==> config.mk <==
export PLATFORM = sky130hd
export DESIGN_NAME = hazard_ctrl
export DESIGN_NICKNAME = d
export VERILOG_FILES = /design/src/rtl/hazard_ctrl.sv
export SDC_FILE = /design/constraint.sdc
export NUM_CORES = 1
export LEC_CHECK = 0
export CAP_MARGIN = 20
export CORE_UTILIZATION = 45
export CTS_BUF_LIST = sky130_fd_sc_hd__clkbuf_4 sky130_fd_sc_hd__clkbuf_8
export DETAILED_ROUTE_END_ITERATION = 7
export MAX_ROUTING_LAYER = met4
export PLACE_DENSITY = 0.75
export SKIP_CTS_REPAIR_TIMING = 1
export SLEW_MARGIN = 20
export SYNTH_ARGS = -nofsm -noshare
export SYNTH_HDL_FRONTEND = slang
export SYNTH_SLANG_ARGS = --single-unit
==> constraint.sdc <==
create_clock -name clk -period 3.3 [get_ports clk]
set_input_delay 0.66 -clock clk [delete_from_list [all_inputs] [get_ports clk]]
set_output_delay 0.66 -clock clk [all_outputs]
set_load 0.005 [all_outputs]
==> src/rtl/hazard_ctrl.sv <==
// hazard_ctrl: decode-stage hazard controller.
// Produces the decode forwarding selects, single-cycle bubbles for load-use
// and branch-operand hazards, and sequences the LWCP coprocessor handshake
// that freezes the whole pipeline until the coprocessor answers or times out.
module hazard_ctrl #(
    parameter int unsigned TIMEOUT = 255,
    parameter int unsigned CNT_W   = 16
) (
    input  logic             clk,
    input  logic             rst_n,
    input  logic [4:0]       ID_RS1,
    input  logic [4:0]       ID_RS2,
    input  logic             ID_BRANCH,
    input  logic             ID_JUMPR,
    input  logic             ID_MEM_WRITE,
    input  logic             ID_I_TYPE,
    input  logic [4:0]       ID_EX_RD,
    input  logic             ID_EX_REG_WRITE,
    input  logic             ID_EX_MEM_READ,
    input  logic [4:0]       EX_MEM_RD,
    input  logic             EX_MEM_REG_WRITE,
    input  logic             EX_MEM_MEM_READ,
    input  logic             EX_MEM_LWCP,
    input  logic             CP_ACK,
    output logic             STALL,
    output logic             PC_HOLD,
    output logic             FORWARD_DECODE_A,
    output logic             FORWARD_DECODE_B,
    output logic             LWCP_STALL,
    output logic             CP_REQ,
    output logic             CP_ERR,
    output logic [CNT_W-1:0] STALL_CNT
);

    // The WAIT timer holds the number of WAIT cycles already completed, so the
    // abort fires on the TIMEOUT-th WAIT cycle.
    localparam logic [15:0] TIMEOUT_LAST = 16'(TIMEOUT - 1);

    typedef enum logic [1:0] {
        S_IDLE,
        S_REQ,
        S_WAIT,
        S_DONE
    } lwcp_state_t;

    lwcp_state_t      state_q, state_d;
    logic [15:0]      timer_q, timer_d;
    logic             cp_err_q, cp_err_d;
    logic [CNT_W-1:0] stall_cnt_q, stall_cnt_d;

    logic useRs2;
    logic ctrlFlow;
    logic rs1ExHit, rs2ExHit;
    logic rs1MemHit, rs2MemHit;
    logic hzEx, hzMem;
    logic fwdA, fwdB;
    logic freeze;
    logic busy;

    // Operand usage and register-match detection for both hazard classes and
    // for forwarding; x0 never matches because a zero source is rejected.
    always_comb begin
        useRs2    = ID_BRANCH | ID_MEM_WRITE | (~ID_I_TYPE & ~ID_JUMPR);
        ctrlFlow  = ID_BRANCH | ID_JUMPR;
        rs1ExHit  = (ID_RS1 != 5'd0) && (ID_RS1 == ID_EX_RD);
        rs2ExHit  = useRs2 && (ID_RS2 != 5'd0) && (ID_RS2 == ID_EX_RD);
        rs1MemHit = (ID_RS1 != 5'd0) && (ID_RS1 == EX_MEM_RD);
        rs2MemHit = useRs2 && (ID_RS2 != 5'd0) && (ID_RS2 == EX_MEM_RD);
        hzEx      = ID_EX_REG_WRITE && (rs1ExHit || rs2ExHit)
                    && (ctrlFlow || ID_EX_MEM_READ);
        hzMem     = ctrlFlow && EX_MEM_MEM_READ && (rs1MemHit || rs2MemHit);
        fwdA      = EX_MEM_REG_WRITE && !EX_MEM_MEM_READ
                    && (EX_MEM_RD != 5'd0) && (EX_MEM_RD == ID_RS1);
        fwdB      = EX_MEM_REG_WRITE && !EX_MEM_MEM_READ
                    && (EX_MEM_RD != 5'd0) && (EX_MEM_RD == ID_RS2);
    end

    // LWCP sequencing: detect in IDLE, one REQ cycle, WAIT for ACK or timeout,
    // then one DONE cycle that lets the LWCP instruction leave MEM.
    always_comb begin
        state_d  = state_q;
        timer_d  = timer_q;
        cp_err_d = cp_err_q;
        case (state_q)
            S_IDLE: begin
                timer_d = 16'd0;
                if (EX_MEM_LWCP) begin
                    state_d = S_REQ;
                end
            end
            S_REQ: begin
                timer_d = 16'd0;
                state_d = S_WAIT;
            end
            S_WAIT: begin
                timer_d = timer_q + 16'd1;
                if (CP_ACK) begin
                    state_d = S_DONE;
                end else if (timer_q == TIMEOUT_LAST) begin
                    cp_err_d = 1'b1;
                    state_d  = S_DONE;
                end
            end
            S_DONE: begin
                state_d = S_IDLE;
            end
            default: begin
                state_d = S_IDLE;
            end
        endcase
    end

    // Output decode; every combinational output is held low while in reset,
    // and the LWCP freeze suppresses hazard bubbles until it releases.
    always_comb begin
        busy             = (state_q == S_REQ) || (state_q == S_WAIT);
        freeze           = busy || ((state_q == S_IDLE) && EX_MEM_LWCP);
        LWCP_STALL       = rst_n && freeze;
        CP_REQ           = rst_n && busy;
        STALL            = rst_n && (hzEx || hzMem) && !freeze;
        PC_HOLD          = STALL;
        FORWARD_DECODE_A = rst_n && fwdA;
        FORWARD_DECODE_B = rst_n && fwdB;
        CP_ERR           = cp_err_q;
        STALL_CNT        = stall_cnt_q;
    end

    // Saturating count of every cycle spent in a bubble or a freeze.
    always_comb begin
        stall_cnt_d = stall_cnt_q;
        if ((STALL || LWCP_STALL) && (stall_cnt_q != {CNT_W{1'b1}})) begin
            stall_cnt_d = stall_cnt_q + {{(CNT_W-1){1'b0}}, 1'b1};
        end
    end

    // State registers with synchronous active-low reset.
    always_ff @(posedge clk) begin
        if (!rst_n) begin
            state_q     <= S_IDLE;
            timer_q     <= 16'd0;
            cp_err_q    <= 1'b0;
            stall_cnt_q <= '0;
        end else begin
            state_q     <= state_d;
            timer_q     <= timer_d;
            cp_err_q    <= cp_err_d;
            stall_cnt_q <= stall_cnt_d;
        end
    end

endmodule

==> metrics.yaml, run 1 <==
setup_path:
  path_class: "in -> out"
  worstSetupStartpointType: "input pin"
  end_kind: "output port"
  cp_slowest_stage_delay_ns: 0.50
  reg2reg_slack_ns: 1.33
  r2r_cells: 9
  r2r-end: "STALL_CNT[9]"
  path_max_fanout: 2
  arrival_ns: 2.55
  worstPathRequired_ns: 2.64
  crit_chain: "clkdlybuf4s50_1, buf_4, or4_1, o21ai_0, nor4b_1, clkdlybuf4s50_1"
  slowest_stage: "or4_1"
  crit_path_frequent_cell: "clkdlybuf4s50_1"
  reg2reg_from: "STALL_CNT[0]"
yosys:
  netlist_instances: 250
  async_flop_share_pct: 0
  synth_top_area_share_pct: 34.48
  synth_seq_cells: 35
  ys_types: 38
  synthTopCellsByCount: "nor2_1, dfxtp_1, nand2_1"
  synth_edf_count: 0
  ys_warn_count: 0
  yosysTopAreaCell: "dfxtp_1"
  synthTopCellsByArea: "dfxtp_1, xor2_1, xnor2_1"
  synth_most_common_cell: "nor2_1"
  synth_area_um2: 2032
  synth_seq_area_share_pct: 34.48
  synth_ff_type: "dfxtp_1"
  synthesis.nets: 289
  syn_avg_cell_area_um2: 8.128
final_layout:
  drive_above_1_share_pct: 9.538
  area_delta_synth_final_pct: 41.19
  antennaDiodeCount: 0
  regArea_um2: 700.7
  final_nets: 363
  postLayoutCoreUtil_pct: 65.89
  multi_input_area_um2: 1279
  fin_area_um2: 2869
  fill_cells: 348
clock_tree:
  clock-sinks: 35
  clkLatencyLatePin_ns: 0.28
  clk_path_buf_depth: 2
  clkTransAtPathRegs_ns: 0.07
  cts_root_buffer: "clkbuf_8"
  cts.htree.levels: 2
  cts_buffers: 5
  tritoncts: "done"
global_route:
  antenna_found_initial: 0
  grt_max_degree: 20
  grt_pass1_vias: 1905
  grt.overflow.total: 0
  track_usage_pct: 21.66
  grt_pass1_wl_mm: 8.293
placed_design:
  place_area_um2: 2750
  place.detailed.hpwl_mm: 3.716
  routabilityCongestion: 0.8051
  io_buffers: 54
floorplan:
  die_area_um2: 4788
  die_h_um: 69.20
  die_w_um: 69.20
  core_area_um2: 4354
  io_pins: 55
  rows: 24
  start_util_pct: 46.67
min_path:
  hold_depth: 2
  hold_class: "reg -> reg"
  min_to: "STALL_CNT[6]"
  worstHoldStart: "STALL_CNT[6]"
flow_run:
  maxCapViolations: 0
timing:
  finalSetupTns_ns: 0
  holdWs_ns: 0.4859
  finalHoldViolations: 0
  period_minus_slack_ns: 3.214
  finalClockSkew_ns: 0.007926
  max_freq_mhz: 311.2
  worst_pin_slew_ns: 0.6223
  rsz0062_at_grt: "no"
  post-route-period-util_pct: 97.38
  slew_violations: 0
  setup_viol: 0
  max_slew_margin_pct: 58.51
drt:
  vias_per_cell: 5.284
  wl_per_cell_um: 12.72
  wl_mm: 4.794
  drcViolationCount: 0
  drtIter0Drc: 76
  first_pass_iters: 4
  drtAntennaViolNets: 0
  num_vias: 1992
power:
  power_w: 0.001175
  vdd_drop_max_v: 0.0002277
  p_leak_nw: 1.165
  power_density_nw_per_um2: 409.7
outcome:
  outcome: "complete, no violations"
[state kept, by name (all words and copies together) (netlist names)]
name,cells
CP_ERR,1
STALL_CNT,16
state_q,2
timer_q,16
[layer usage]
| metal | vias up | global-route usage, % | wire length, µm |
|---|---|---|---|
| met1 | 916 | 27.17 | 2214 |
| met5 | - | - | 0 |
| li1 | 1021 | - | - |
| met2 | 53 | 34.95 | 2300 |
| met3 | 2 | 4.797 | 255 |
| met4 | 0 | 6.349 | 24 |
[per-stage QoR]
step                      instances  setup slack, ns
after floorplan                 250           0.7689
after global placement          369          -0.1654
after detailed placement        369          -0.2029
after CTS                       377          -0.2086
after global routing            377          0.02096
final                           377          0.08630
[kinds of logic (layout without fill, tap and decap cells)]
family / Yosys count / after routing / share of synthesized area [%]
AND/OR/NAND/NOR: 118 / 118 / 28.76
flip-flops: 35 / 35 / 34.48
XOR/XNOR: 34 / 34 / 14.65
AO/OA/AOI/OAI: 30 / 30 / 9.545
buffers and inverters: 16 / 91 / 3.325
multiplexers: 10 / 10 / 4.926
adder cells (fa/ha/maj): 7 / 7 / 4.310
[report_power, final]
| group | internal (W) | total, W | switching (W) |
|---|---|---|---|
| sequential | 0.000449 | 0.000477 | 0.0000279 |
| combinational | 0.000196 | 0.000389 | 0.000193 |
| clock | 0.000156 | 0.000309 | 0.000154 |
[layout by cell type, fill, tap and decap left out, types with 3 or more instances in the layout]
cell type,n
inv_1,10
o21ai_0,5
nand4_1,14
dlymetal6s2s_1,6
nand3_1,9
nand2b_1,4
xnor2_1,15
or4_1,5
a21oi_1,7
dfxtp_1,35
mux2i_1,10
nor3_1,3
a31oi_1,5
buf_4,19
and2_1,3
clkdlybuf4s50_1,48
nand2_1,26
nor4_1,3
xor2_1,18
nor2_1,37
ha_1,7
clkbuf_8,5
and3_1,4
[critical path: cells and delay by family]
family | cells | cell delay (ns)
buffers and inverters | 3 | 1.06
and+or+nand+nor | 2 | 0.58
AOI/OAI and AO/OA | 1 | 0.24
[worst max path at each step]
stage                      start                to  slack (ns)  cells after the start
floorplan              ID_RS2[1]             STALL        0.77                      6
global placement       ID_RS2[1]           PC_HOLD       -0.17                      7
detailed placement     ID_RS2[3]           PC_HOLD       -0.20                      7
CTS                    ID_RS2[3]           PC_HOLD       -0.21                      7
global route        EX_MEM_RD[2]  FORWARD_DECODE_B        0.02                      6
finish              EX_MEM_RD[2]  FORWARD_DECODE_B        0.09                      6
[final cells by class]
class,count,share of cell area [%]
well taps,52,2.268
inverters,10,1.308
clock buffers,6,2.660
repair buffers,73,24.33
clock inverters,2,0.4361
flip-flops and latches,35,24.42
multi-input cells,199,44.57
Power figures use the tool's default switching activity.
==> inputs of run 2 (changes only) <==
--- a/config.mk
+++ b/config.mk
@@ -6,11 +6,11 @@
 export NUM_CORES = 1
 export LEC_CHECK = 0
 export CAP_MARGIN = 20
-export CORE_UTILIZATION = 45
+export CORE_UTILIZATION = 54
 export CTS_BUF_LIST = sky130_fd_sc_hd__clkbuf_4 sky130_fd_sc_hd__clkbuf_8
 export DETAILED_ROUTE_END_ITERATION = 7
 export MAX_ROUTING_LAYER = met4
-export PLACE_DENSITY = 0.75
+export PLACE_DENSITY = 0.88
 export SKIP_CTS_REPAIR_TIMING = 1
 export SLEW_MARGIN = 20
 export SYNTH_ARGS = -nofsm -noshare
==> metrics.yaml, run 2 (synthesis gave the netlist of run 1 again) <==
clock_tree:
  clkTransAtPathRegs_ns: 0.07
  clkLatencyLatePin_ns: 0.29
  tritoncts: "done"
  cts_buffers: 5
  cts_root_buffer: "clkbuf_8"
  clk_path_buf_depth: 2
  cts.htree.levels: 2
  clock-sinks: 35
power:
  swShare_pct: 31.86
  power_switching_w: 0.0003992
  power_density_nw_per_um2: 438.7
  seqPwrFrac_pct: 38.1
  p_comb_share_pct: 31.2
  vdd_drop_max_v: 0.0003235
  p_leak_nw: 1.154
  power.internal_w: 0.0008538
  clock_power_share_pct: 30.7
global_route:
  track_usage_pct: 28.38
  top_usage_layer: "met2"
  met1_usage_pct: 31.37
  grt_pass1_vias: 2002
  grt_use_met2_pct: 48.27
  antenna_found_initial: 0
  grt.overflow.total: 0
  grt_max_degree: 20
  met3_usage_pct: 7.609
  grt_pass1_wl_mm: 8.666
setup_path:
  end_kind: "output port"
  cp_slowest_stage_delay_ns: 0.58
  arrival_ns: 2.62
  crit_path_frequent_cell: "clkdlybuf4s50_1"
  path_max_fanout: 3
  slowest_stage: "clkdlybuf4s50_1"
  crit_start: "ID_RS2[2]"
  worstPathRequired_ns: 2.64
  crit_chain: "clkdlybuf4s50_1, xnor2_1, nand2_1, buf_4, nor4b_1, clkdlybuf4s50_1"
  worstSetupStartpointType: "input pin"
  reg2reg_from: "STALL_CNT[0]"
  path_class: "in -> out"
floorplan:
  die_h_um: 63.34
  die_w_um: 63.34
  core_area_um2: 3468
  die_area_um2: 4012
  rows: 21
  io_pins: 55
  start_util_pct: 58.59
min_path:
  worstHoldStart: "STALL_CNT[6]"
  hold_class: "reg -> reg"
timing:
  finalClockSkew_ns: 0.007393
  finalHoldViolations: 0
  rsz0062_at_grt: "no"
  max_freq_mhz: 304.7
  slew_violations: 0
  period_minus_slack_ns: 3.282
  worst_pin_slew_ns: 1.046
  post-route-period-util_pct: 99.46
  setup_viol: 0
  max_slew_margin_pct: 29.81
  setup_ws_ns: 0.01789
drt:
  drcViolationCount: 0
  num_vias: 2168
  wl_per_cell_um: 15.56
  first_pass_iters: 5
  wl_mm: 5.741
  drtIter0Drc: 126
  vias_per_cell: 5.875
  drtAntennaViolNets: 0
final_layout:
  fin_cells: 369
  fin_area_um2: 2856
  antennaDiodeCount: 0
  drive_above_1_share_pct: 8.359
  multi_input_area_um2: 1267
  layout_commonest_cell: "clkdlybuf4s50_1"
  postLayoutCoreUtil_pct: 82.36
  regArea_um2: 700.7
  layout_common_cells: "clkdlybuf4s50_1, nor2_1, dfxtp_1"
  area_delta_synth_final_pct: 40.58
  fill_cells: 212
  final_nets: 361
placed_design:
  routabilityCongestion: 0.8537
  dp_cells: 360
  pre_cts_slack_ns: -0.2379
  place.detailed.hpwl_mm: 3.944
  place_area_um2: 2720
  io_buffers: 54
outcome:
  outcome: "complete, no violations"
flow_run:
  maxCapViolations: 0
==> run 2: routing by layer <==
metal  part of all wire (%)  wire length (µm)  vias to the layer above
met3                    8.6               492                       23
met1                     40              2292                      993
met5                      0                 0                        -
met2                     48              2784                      127
li1                       -                 -                     1025
met4                    3.0               172                        0
==> run 2: metrics by stage <==
stage	setup TNS [ns]	hold slack [ns]	power [W]
after detailed placement	-0.4749	0.4774	0.0008566
after global routing	0	0.5275	0.001317
after global placement	-0.3070	0.4717	0.0008431
after floorplan	0	0.4650	0.0006966
final	0	0.4951	0.001253
after CTS	-0.5032	0.4961	0.001241
==> run 2: cell type report <==
| class | instances | area share (%) |
|---|---|---|
| sequential | 35 | 24.53 |
| clock buffer | 5 | 2.409 |
| multi-input combinational | 199 | 44.37 |
| clock inverter | 3 | 1.533 |
| inverter | 10 | 1.314 |
| tap | 46 | 2.015 |
| timing repair buffer | 71 | 23.83 |
==> run 2: worst paths after layout <==
kind | depth (start not counted) | end | slack (ns)
setup reg to reg | 9 | STALL_CNT[4] | 1.08
setup / recovery | 6 | FORWARD_DECODE_B | 0.02
hold reg to reg | 2 | STALL_CNT[6] | 0.50
hold / removal | 2 | STALL_CNT[6] | 0.50
==> run 2: power groups by stage <==
| stage | registers, W | logic, W | clock network [W] |
|---|---|---|---|
| global placement | 0.000485 | 0.000358 | 0 |
| CTS | 0.000477 | 0.000378 | 0.000386 |
| detailed placement | 0.000486 | 0.000371 | 0 |
| finish | 0.000478 | 0.000391 | 0.000385 |
| floorplan | 0.000481 | 0.000216 | 0 |
| global route | 0.000483 | 0.000429 | 0.000406 |
==> run 2: worst max-delay path: cells and delay by family <==
| family | cells | cell delay [ns] |
|---|---|---|
| xor+xnor | 1 | 0.27 |
| buf+inv | 3 | 1.22 |
| simple gates | 2 | 0.48 |
